### src/rtl/pipeline_ctrl_pkg.sv
// ---------------------------------------------------------------------------
// pipeline_ctrl_pkg
// Shared types and constants for the pipeline sequencer.
// Revision: 1.0
// ---------------------------------------------------------------------------
`default_nettype none

package pipeline_ctrl_pkg;

  // Sequencer states
  typedef enum logic [2:0] {
    ST_IDLE     = 3'd0,
    ST_BOOT     = 3'd1,
    ST_RUN      = 3'd2,
    ST_MEM_WAIT = 3'd3,
    ST_DRAIN    = 3'd4,
    ST_HALTED   = 3'd5
  } state_e;

  // Drain length after a halt: pipeline depth minus one
  localparam int DRAIN_CYCLES_DEFAULT = 4;

  // Architectural register index width
  localparam int REG_IDX_W = 5;

endpackage : pipeline_ctrl_pkg

`default_nettype wire

### src/rtl/pipeline_load_use_detect.sv
// ---------------------------------------------------------------------------
// pipeline_load_use_detect
// Combinational load-use hazard compare between the EX load and ID sources.
// Revision: 1.0
// ---------------------------------------------------------------------------
`default_nettype none

module pipeline_load_use_detect
  import pipeline_ctrl_pkg::*;
(
  input  logic                 exMemRead_i,
  input  logic [REG_IDX_W-1:0] exRd_i,
  input  logic [REG_IDX_W-1:0] idRs_i,
  input  logic [REG_IDX_W-1:0] idRt_i,
  output logic                 loadUse_o
);

  // r0 is hard-wired zero, so a load targeting it never creates a hazard
  always_comb begin
    loadUse_o = exMemRead_i
             && (exRd_i != '0)
             && ((exRd_i == idRs_i) || (exRd_i == idRt_i));
  end

endmodule : pipeline_load_use_detect

`default_nettype wire

### src/rtl/pipeline_sequencer.sv
// ---------------------------------------------------------------------------
// pipeline_sequencer
// Boot / run / memory-wait / drain / halt control for a 5-stage pipeline.
// Revision: 1.0
// ---------------------------------------------------------------------------
`default_nettype none

module pipeline_sequencer
  import pipeline_ctrl_pkg::*;
#(
  parameter int ADDR_W       = 32,
  parameter int DRAIN_CYCLES = DRAIN_CYCLES_DEFAULT,
  parameter int STALL_CNT_W  = 16
) (
  input  logic                   clk,
  input  logic                   reset,
  input  logic                   start,
  input  logic [ADDR_W-1:0]      startAddress,
  input  logic                   haltReq,
  input  logic                   exMemRead,
  input  logic [REG_IDX_W-1:0]   exRd,
  input  logic [REG_IDX_W-1:0]   idRs,
  input  logic [REG_IDX_W-1:0]   idRt,
  input  logic                   branchTaken,
  input  logic [ADDR_W-1:0]      branchTarget,
  input  logic                   memReady,
  output logic                   pcSelect,
  output logic [ADDR_W-1:0]      pcLoadAddress,
  output logic                   pcWrite,
  output logic                   ifidWrite,
  output logic                   ifidFlush,
  output logic                   idexFlush,
  output logic                   pipeEn,
  output logic                   running,
  output logic                   halted,
  output logic [STALL_CNT_W-1:0] stallCount
);

  // Counter must hold DRAIN_CYCLES-1
  localparam int DRAIN_W = (DRAIN_CYCLES > 2) ? $clog2(DRAIN_CYCLES) : 1;
  localparam logic [DRAIN_W-1:0] DRAIN_LOAD = DRAIN_W'(DRAIN_CYCLES - 1);

  state_e                 state_q, state_d;
  state_e                 saved_q, saved_d;
  logic [ADDR_W-1:0]      addr_q, addr_d;
  logic [DRAIN_W-1:0]     drain_q, drain_d;
  logic [STALL_CNT_W-1:0] stall_q, stall_d;
  logic                   loadUse;

  pipeline_load_use_detect u_load_use (
    .exMemRead_i (exMemRead),
    .exRd_i      (exRd),
    .idRs_i      (idRs),
    .idRt_i      (idRt),
    .loadUse_o   (loadUse)
  );

  // State and bookkeeping registers; reset wins over every other request
  always_ff @(posedge clk) begin
    if (reset) begin
      state_q <= ST_IDLE;
      saved_q <= ST_IDLE;
      addr_q  <= '0;
      drain_q <= '0;
      stall_q <= '0;
    end else begin
      state_q <= state_d;
      saved_q <= saved_d;
      addr_q  <= addr_d;
      drain_q <= drain_d;
      stall_q <= stall_d;
    end
  end

  // Next-state and output decode; events in RUN resolve as
  // memory stall > branch > halt > load-use
  always_comb begin
    state_d       = state_q;
    saved_d       = saved_q;
    addr_d        = addr_q;
    drain_d       = drain_q;
    stall_d       = stall_q;
    pcSelect      = 1'b0;
    pcLoadAddress = '0;
    pcWrite       = 1'b0;
    ifidWrite     = 1'b0;
    ifidFlush     = 1'b0;
    idexFlush     = 1'b0;
    pipeEn        = 1'b0;
    running       = 1'b0;
    halted        = 1'b0;

    case (state_q)
      ST_IDLE, ST_HALTED: begin
        halted = (state_q == ST_HALTED);
        if (start) begin
          addr_d  = startAddress;
          state_d = ST_BOOT;
        end
      end

      ST_BOOT: begin
        pcSelect      = 1'b1;
        pcLoadAddress = addr_q;
        pcWrite       = 1'b1;
        pipeEn        = 1'b1;
        ifidFlush     = 1'b1;
        idexFlush     = 1'b1;
        state_d       = ST_RUN;
      end

      ST_RUN: begin
        running   = 1'b1;
        pipeEn    = 1'b1;
        pcWrite   = 1'b1;
        ifidWrite = 1'b1;
        if (!memReady) begin
          pipeEn    = 1'b0;
          pcWrite   = 1'b0;
          ifidWrite = 1'b0;
          saved_d   = ST_RUN;
          state_d   = ST_MEM_WAIT;
        end else if (branchTaken) begin
          pcSelect      = 1'b1;
          pcLoadAddress = branchTarget;
          ifidFlush     = 1'b1;
          idexFlush     = 1'b1;
        end else if (haltReq) begin
          pcWrite   = 1'b0;
          ifidFlush = 1'b1;
          drain_d   = DRAIN_LOAD;
          state_d   = ST_DRAIN;
        end else if (loadUse) begin
          pcWrite   = 1'b0;
          ifidWrite = 1'b0;
          idexFlush = 1'b1;
          if (stall_q != '1) begin
            stall_d = stall_q + STALL_CNT_W'(1);
          end
        end
      end

      ST_MEM_WAIT: begin
        // Pipeline frozen; resume where we came from once memory is ready
        if (memReady) begin
          state_d = saved_q;
        end
      end

      ST_DRAIN: begin
        if (!memReady) begin
          saved_d = ST_DRAIN;
          state_d = ST_MEM_WAIT;
        end else begin
          pipeEn    = 1'b1;
          ifidWrite = 1'b1;
          ifidFlush = 1'b1;
          if (drain_q == '0) begin
            state_d = ST_HALTED;
          end else begin
            drain_d = drain_q - DRAIN_W'(1);
          end
        end
      end

      default: begin
        state_d = ST_IDLE;
      end
    endcase
  end

  assign stallCount = stall_q;

endmodule : pipeline_sequencer

`default_nettype wire
### config.mk
export PLATFORM = sky130hd
export DESIGN_NAME = pipeline_sequencer
export DESIGN_NICKNAME = d
export VERILOG_FILES = /design/src/rtl/pipeline_ctrl_pkg.sv /design/src/rtl/pipeline_load_use_detect.sv /design/src/rtl/pipeline_sequencer.sv
export SDC_FILE = /design/constraint.sdc
export NUM_CORES = 1
export LEC_CHECK = 0
export BUFFER_PORTS_ARGS = -buffer_cell sky130_fd_sc_hd__buf_4
export CAP_MARGIN = 20
export CORE_ASPECT_RATIO = 1.25
export CORE_MARGIN = 1
export CORE_UTILIZATION = 46
export DETAILED_ROUTE_END_ITERATION = 16
export GPL_TIMING_DRIVEN = 0
export PLACE_DENSITY = 0.8
export SLEW_MARGIN = 20
export SYNTH_ARGS = -nofsm -noshare
export SYNTH_HDL_FRONTEND = slang
export SYNTH_SLANG_ARGS = --single-unit
### constraint.sdc
create_clock -name clk -period 2.8 [get_ports clk]
set_clock_uncertainty 0.05 [all_clocks]
set_input_delay 0.28 -clock clk [delete_from_list [all_inputs] [get_ports clk]]
set_output_delay 0.28 -clock clk [all_outputs]
set_load 0.05 [all_outputs]
Word level (Yosys, flattened, before mapping)
Cells that the tools add are included.
- word-level logic and storage cells: 88
- bits in writable memories: 0
- bits in read-only memories: 0
- memories kept: 0
- bits in latches: 0
- register bits: 56
- output and inout port bits: 56
- input bits: 86
- multipliers: 0
- magnitude comparators: 0
- multiplexer cells: 45
- reductions and logical operators: 14
- bitwise gates (word level): 2
- equality and inequality tests: 20
- divide/modulo/power cells: 0
- $add $sub $neg: 2
- shift operators: 0
- operators with widths (cell ; number):
    $mux 32 ; 2
    $pmux 32 s2 ; 1
    $mux 3 ; 9
    $mux 1 ; 19
    $ne 2x2->1 const B ; 9
    $add 16x1->16 const B ; 1
    $ne 16x16->1 const B ; 1
    $pmux 3 s5 ; 1
    $reduce_and 6->1 ; 2
    $eq 5x5->1 ; 2
    $mux 2 ; 5
    $pmux 1 s2 ; 5
    $ne 3x3->1 const B ; 3
    $eq 3x2->1 const B ; 2
    $eq 3x3->1 const B ; 2
    $pmux 3 s2 ; 1
    $reduce_and 5->1 ; 1
    $reduce_bool 5->1 ; 1
    $pmux 2 s2 ; 1
    $reduce_or 2->1 ; 2
    $eq 3x1->1 const B ; 1
    $logic_not 3->1 ; 1
    $pmux 1 s3 ; 1
    $reduce_and 3->1 ; 1
    other kinds (7) ; 9

Logic depth before layout (Yosys ltp)
- depth in word-level cells: 8
- mapped depth: 7
- mapped depth without buffers: 7

Cells and area by module
From an unflattened synthesis, not the netlist that was laid out.
- cell total of the unflattened synthesis: 367
- area total of the unflattened synthesis: 2940.3 µm²
- by module, submodules not included (module ; cells each ; seq. area each (µm²) ; times used ; area each (µm²)):
    pipeline_sequencer ; 350 ; 1101.1 ; 1 ; 2815.2
    pipeline_load_use_detect ; 17 ; 0.0 ; 1 ; 125.1

Least setup slack after synthesis
OpenSTA, ideal clock, no wires.
- path kind: input -> output
- from: in exRd[3]
- to: out idexFlush
- buffers on the path: 2
- cell stages on the path: 6
- required time: 2.470 ns
- path slack: -0.270 ns
- arrival time: 2.740 ns
- cell sequence: xor2_1 -> nor3_1 -> a22oi_1 -> clkbuf_1 -> clkbuf_1 -> o41ai_1
- cells in the longest elaborated chain, start to end: 8
- elaborated cells between the ends (all ways): 11
- those cells by class: eq/ne: 2; mux: 5; reduce/logical: 4
- RTL lines (element ; RTL line ; source):
    start: declaration ; pipeline_sequencer.sv:21 ; input logic [REG_IDX_W-1:0] exRd,
    $eq 5x5->1 / $reduce_bool 5->1 (equally long branches) ; pipeline_load_use_detect.sv:22, pipeline_load_use_detect.sv:21 ;
    $logic_or 1x1->1 / $logic_and 1x1->1 (equally long branches) ; pipeline_load_use_detect.sv:22, pipeline_load_use_detect.sv:21 ;
    $logic_and 1x1->1 (*) ; pipeline_load_use_detect.sv:22 ; && ((exRd_i == idRs_i) || (exRd_i == idRt_i));
    $mux 1 (*) ; pipeline_sequencer.sv:133 ; end else if (loadUse) begin
    $mux 1 (*) ; pipeline_sequencer.sv:128 ; end else if (haltReq) begin
    $mux 1 (*) ; pipeline_sequencer.sv:123 ; end else if (branchTaken) begin
    $mux 1 (*) ; pipeline_sequencer.sv:117 ; if (!memReady) begin
    $pmux 1 s2 (*) ; pipeline_sequencer.sv:93 ; case (state_q)
    end: declaration ; pipeline_sequencer.sv:32 ; output logic idexFlush,
Every way passes the cells marked *; elsewhere a longest branch is shown, timed or not.

Worst setup path after layout
- from: reg state_q[2]
- to: out pcLoadAddress[27]
- cells in the longest elaborated chain, start to end: 2
- elaborated cells between the ends (all ways): 3
- those cells by class: eq/ne: 2; mux: 1
- RTL lines (element ; RTL line ; source):
    start: declaration ; pipeline_sequencer.sv:43 ; state_e state_q, state_d;
    start signal: assignment ; pipeline_sequencer.sv:67 ; state_q <= state_d;
    $eq 3x2->1 / $eq 3x1->1 (equally long branches) ; pipeline_sequencer.sv:93 ;
    $pmux 32 s2 (*) ; pipeline_sequencer.sv:93 ;
    end: declaration ; pipeline_sequencer.sv:28 ; output logic [ADDR_W-1:0] pcLoadAddress,
Marked as above.

==> metrics.md <==
| Metric | Value |
|---|---|
| Area of the core | about 6200 µm² |
| Final Util | between 60% and 70% |
| Final count of hold timing violations | 0 |
| Overall global routing resource usage | between 20% and 30% |
| Setup-failing EPs final | 0 |
| Total gr overflow | 0 |
| Area leader, netlist | dfxtp_1 |
| Clock share of power | 14.3% |
| Residual DRC | 0 |
| I/O Buffers | between 100 and 150 |
| FILL cells | around 570 |
| Status | finished, final reports clean |
| Max Cap Violations | 0 |
| H-tree level count | 2 |
| Ys Warns | 0 |
| Final wirelength | approximately 8900 µm |
| Total CTS buffers | 5 |
| Worst-skew pair later-pin latency | about 0.30 ns |
| RSZ-0062 raised after global routing | no |
| Register area | 1100 µm² |
| Post-CTS Hold Buffers | 0 |
| Final Power | between 3 and 4 mW |
| FF-to-FF path depth | 7 |
| Switching share of power | a little under half |
| Number of global-route vias before repair | between 3k and 4k |
| Vias | between 3k and 4k |
| HP Class | in -> reg |
| Layout area overhead | 43.2% |
| Syn Nets | ~470 |
| P_int | ~1.7 mW |
| Root buf cell | clkbuf_8 |
| Final worst setup slack | between 0.15 and 0.2 ns |
| Multi-input gate area | ~1700 µm² |
| DIE HEIGHT | slightly above 90 µm |
| Ant. Diodes | 0 |
| Clock sink count | 55 |
| CTS tree | built |
| Share of layout cells above drive strength 1 | between 30% and 40% |
| Setup Buffers After CTS | 0 |
| Die X | 73.7 µm |
| EDFF count, synth | 0 |
| #FFs+latches synth | 55 |
| Startpoint types | flop |
| Final HPWL DP | 6930 µm |
| Syn Area/Cell | ~7.8 µm² |
| Clk slew on worst S/H paths | 0.10 ns |
| Final #Nets | 615 |
| DR vias/cell | about 5.5 |
| Synth unique cells | ~40 |
| Sequential power share | between 30% and 40% |
| Crit end category | primary output |
| Final setup TNS | 0 ns |
| Initial antenna violation count | 0 |
| Tmin final | ~2.6 ns |
| Fin crit share | a little over nine tenths |
| Worst EP required | 2.47 ns |
| Reg-to-reg endpoint | stallCount[10] |
| Mapped cell area | approximately 3000 µm² |
| Register area share after synthesis | 37.3% |
| Drt initial violations | around 200 |
| Post-Place Worst Slack | approximately 0.032 ns |
| Worst relative slew slack | between 30% and 40% |
| Comb power frac | roughly 53% |
| Launch point of the worst path | state_q[2] |
| Routed Antenna Nets | 0 |
| Maximum clock path buffer count | 2 |
| Fmax | 0.378 GHz |
| Die ar. | just under 7000 µm² |
| Most common flop cell mapped by yosys | dfxtp_1 |
| Lkg Pwr | around 1.7 nW |
| Crit-path max FO | 10 |
| Worst Setup Path Type | reg -> out |
| Post-Syn Instances | 380 |
| Row cnt | 32 |
| Worst IR Drop VDD | 0.000494 V |
| Slew Limit Fails | 0 |
| First-pass GRT wire length | roughly 14000 µm |
| Leading cell type by number of instances after synthesis | nand2_1 |
| GPL Wtd Cong | between 0.9 and 1 |
| FFs w/ async S/R, synth | 0% |
| Crit path DAT | approximately 2.3 ns |
| Tightest Pin Transition | 0.944 ns |
| P per Cell Area | 751 nW/µm² |
| # IOs | 142 |
| Synth top cells by count | nand2_1, dfxtp_1, a21oi_1 |
| CP endpoint | pcLoadAddress[27] |
| Yosys top cell area share | 37.3% |
| Largest net degree at the start of global routing | 17 |
| Main area contributors after synthesis | dfxtp_1, nand2_1, a22o_1 |
| Detailed Routing Iterations Pass 1 | 5 |
| Initial Utilization | 47.9% |
| Routed length per instance | 14.5 µm |
| NetSw | about 1.5 mW |
| Worst r2r src | stallCount[5] |
| R2R setup slack | 0.27 ns |
final cells by class:
cell class	count	area share [%]
plain buffers	30	2.90
inverters	6	0.532
multi-input cells	289	41.0
well taps	85	2.51
clock buffers	7	2.04
repair buffers	140	24.8
clock inverters	1	0.207
flip-flops and latches	55	26.0
routing by layer:
layer  track usage, %  up-vias  part of all wire (%)
li1                 -     1671                     -
met1             28.4     1556                    38
met2             46.6      151                    51
met3             6.10       14                   9.4
met4             8.01        0                   1.6
met5                0        -                     0
cells by family (layout without fill, tap and decap cells):
logic type | count (synthesis) | in the layout | synth area share, %
and+or+nand+nor | 155 | 155 | 26.9
adders and majority gates | 2 | 2 | 0.847
DFF | 55 | 55 | 37.3
AOI/OAI and AO/OA | 121 | 121 | 26.9
xor gates and xnor gates | 11 | 11 | 3.26
buffers and inverters | 36 | 184 | 4.83
placed cells by master (no fill, tap or decap), types with 4 or more instances in the layout:
| master | Yosys | routed |
|---|---|---|
| dfxtp_1 | 55 | 55 |
| a22o_1 | 32 | 32 |
| nand2b_1 | 5 | 5 |
| or3_1 | 5 | 5 |
| o21ai_0 | 10 | 10 |
| nor2b_1 | 4 | 4 |
| clkbuf_1 | 28 | 27 |
| o31ai_1 | 13 | 12 |
| nor3_1 | 6 | 6 |
| clkbuf_8 | 0 | 6 |
| xor2_1 | 10 | 10 |
| buf_4 | 0 | 140 |
| nand2_1 | 79 | 79 |
| inv_1 | 6 | 6 |
| nand3_1 | 7 | 7 |
| a21oi_1 | 54 | 54 |
| nor2_1 | 12 | 12 |
| or4_1 | 17 | 17 |
power groups by stage:
stage	registers, mW	clock network (mW)	logic [mW]
finish	1.03	0.455	1.69
global route	1.05	0.493	1.81
CTS	1.03	0.463	1.70
detailed placement	1.05	0	1.69
global placement	1.04	0	1.67
floorplan	1.01	0	1.20
timing repair:
item / in CTS / in global routing
gates cloned: 0 / 0
pin swaps: 0 / 0
hold endpoints to repair: 0 / 0
endpoints found under the setup margin: 4 / 8
gates resized for setup: 1 / 5
registers in the layout (all words and copies together), names as in the netlist:
register    cells
addr_q         32
drain_q         2
saved_q         2
state_q         3
stallCount     16
per-stage QoR:
| stage | cell area [µm²] | hold slack, ns | instances |
|---|---|---|---|
| 2_1_floorplan | 2970 | 0.366 | 380 |
| 3_3_place_gp | 4120 | 0.393 | 605 |
| 3_5_place_dp | 4120 | 0.399 | 605 |
| 4_1_cts | 4220 | 0.160 | 613 |
| 5_1_grt | 4230 | 0.154 | 613 |
| 6_report | 4230 | 0.162 | 613 |
how the worst min path moves through the flow:
stage,startpoint,slack [ns],cells after the start,endpoint
global placement,addr_q[26],0.39,2,addr_q[26]
global route,startAddress[15],0.15,3,addr_q[15]
CTS,startAddress[24],0.16,3,addr_q[24]
floorplan,startAddress[0],0.37,2,addr_q[0]
finish,startAddress[26],0.16,3,addr_q[26]
detailed placement,addr_q[1],0.40,2,addr_q[1]
critical path, stage by stage, from the launching register on:
cell and delay [ns]:
dfxtp_1 0.31, buf_6 0.13, nand4bb_4 0.27, nor2_1 0.40, clkbuf_1 0.49, a22o_1 0.22, buf_4 0.20
(Power assumes the default switching activity.)
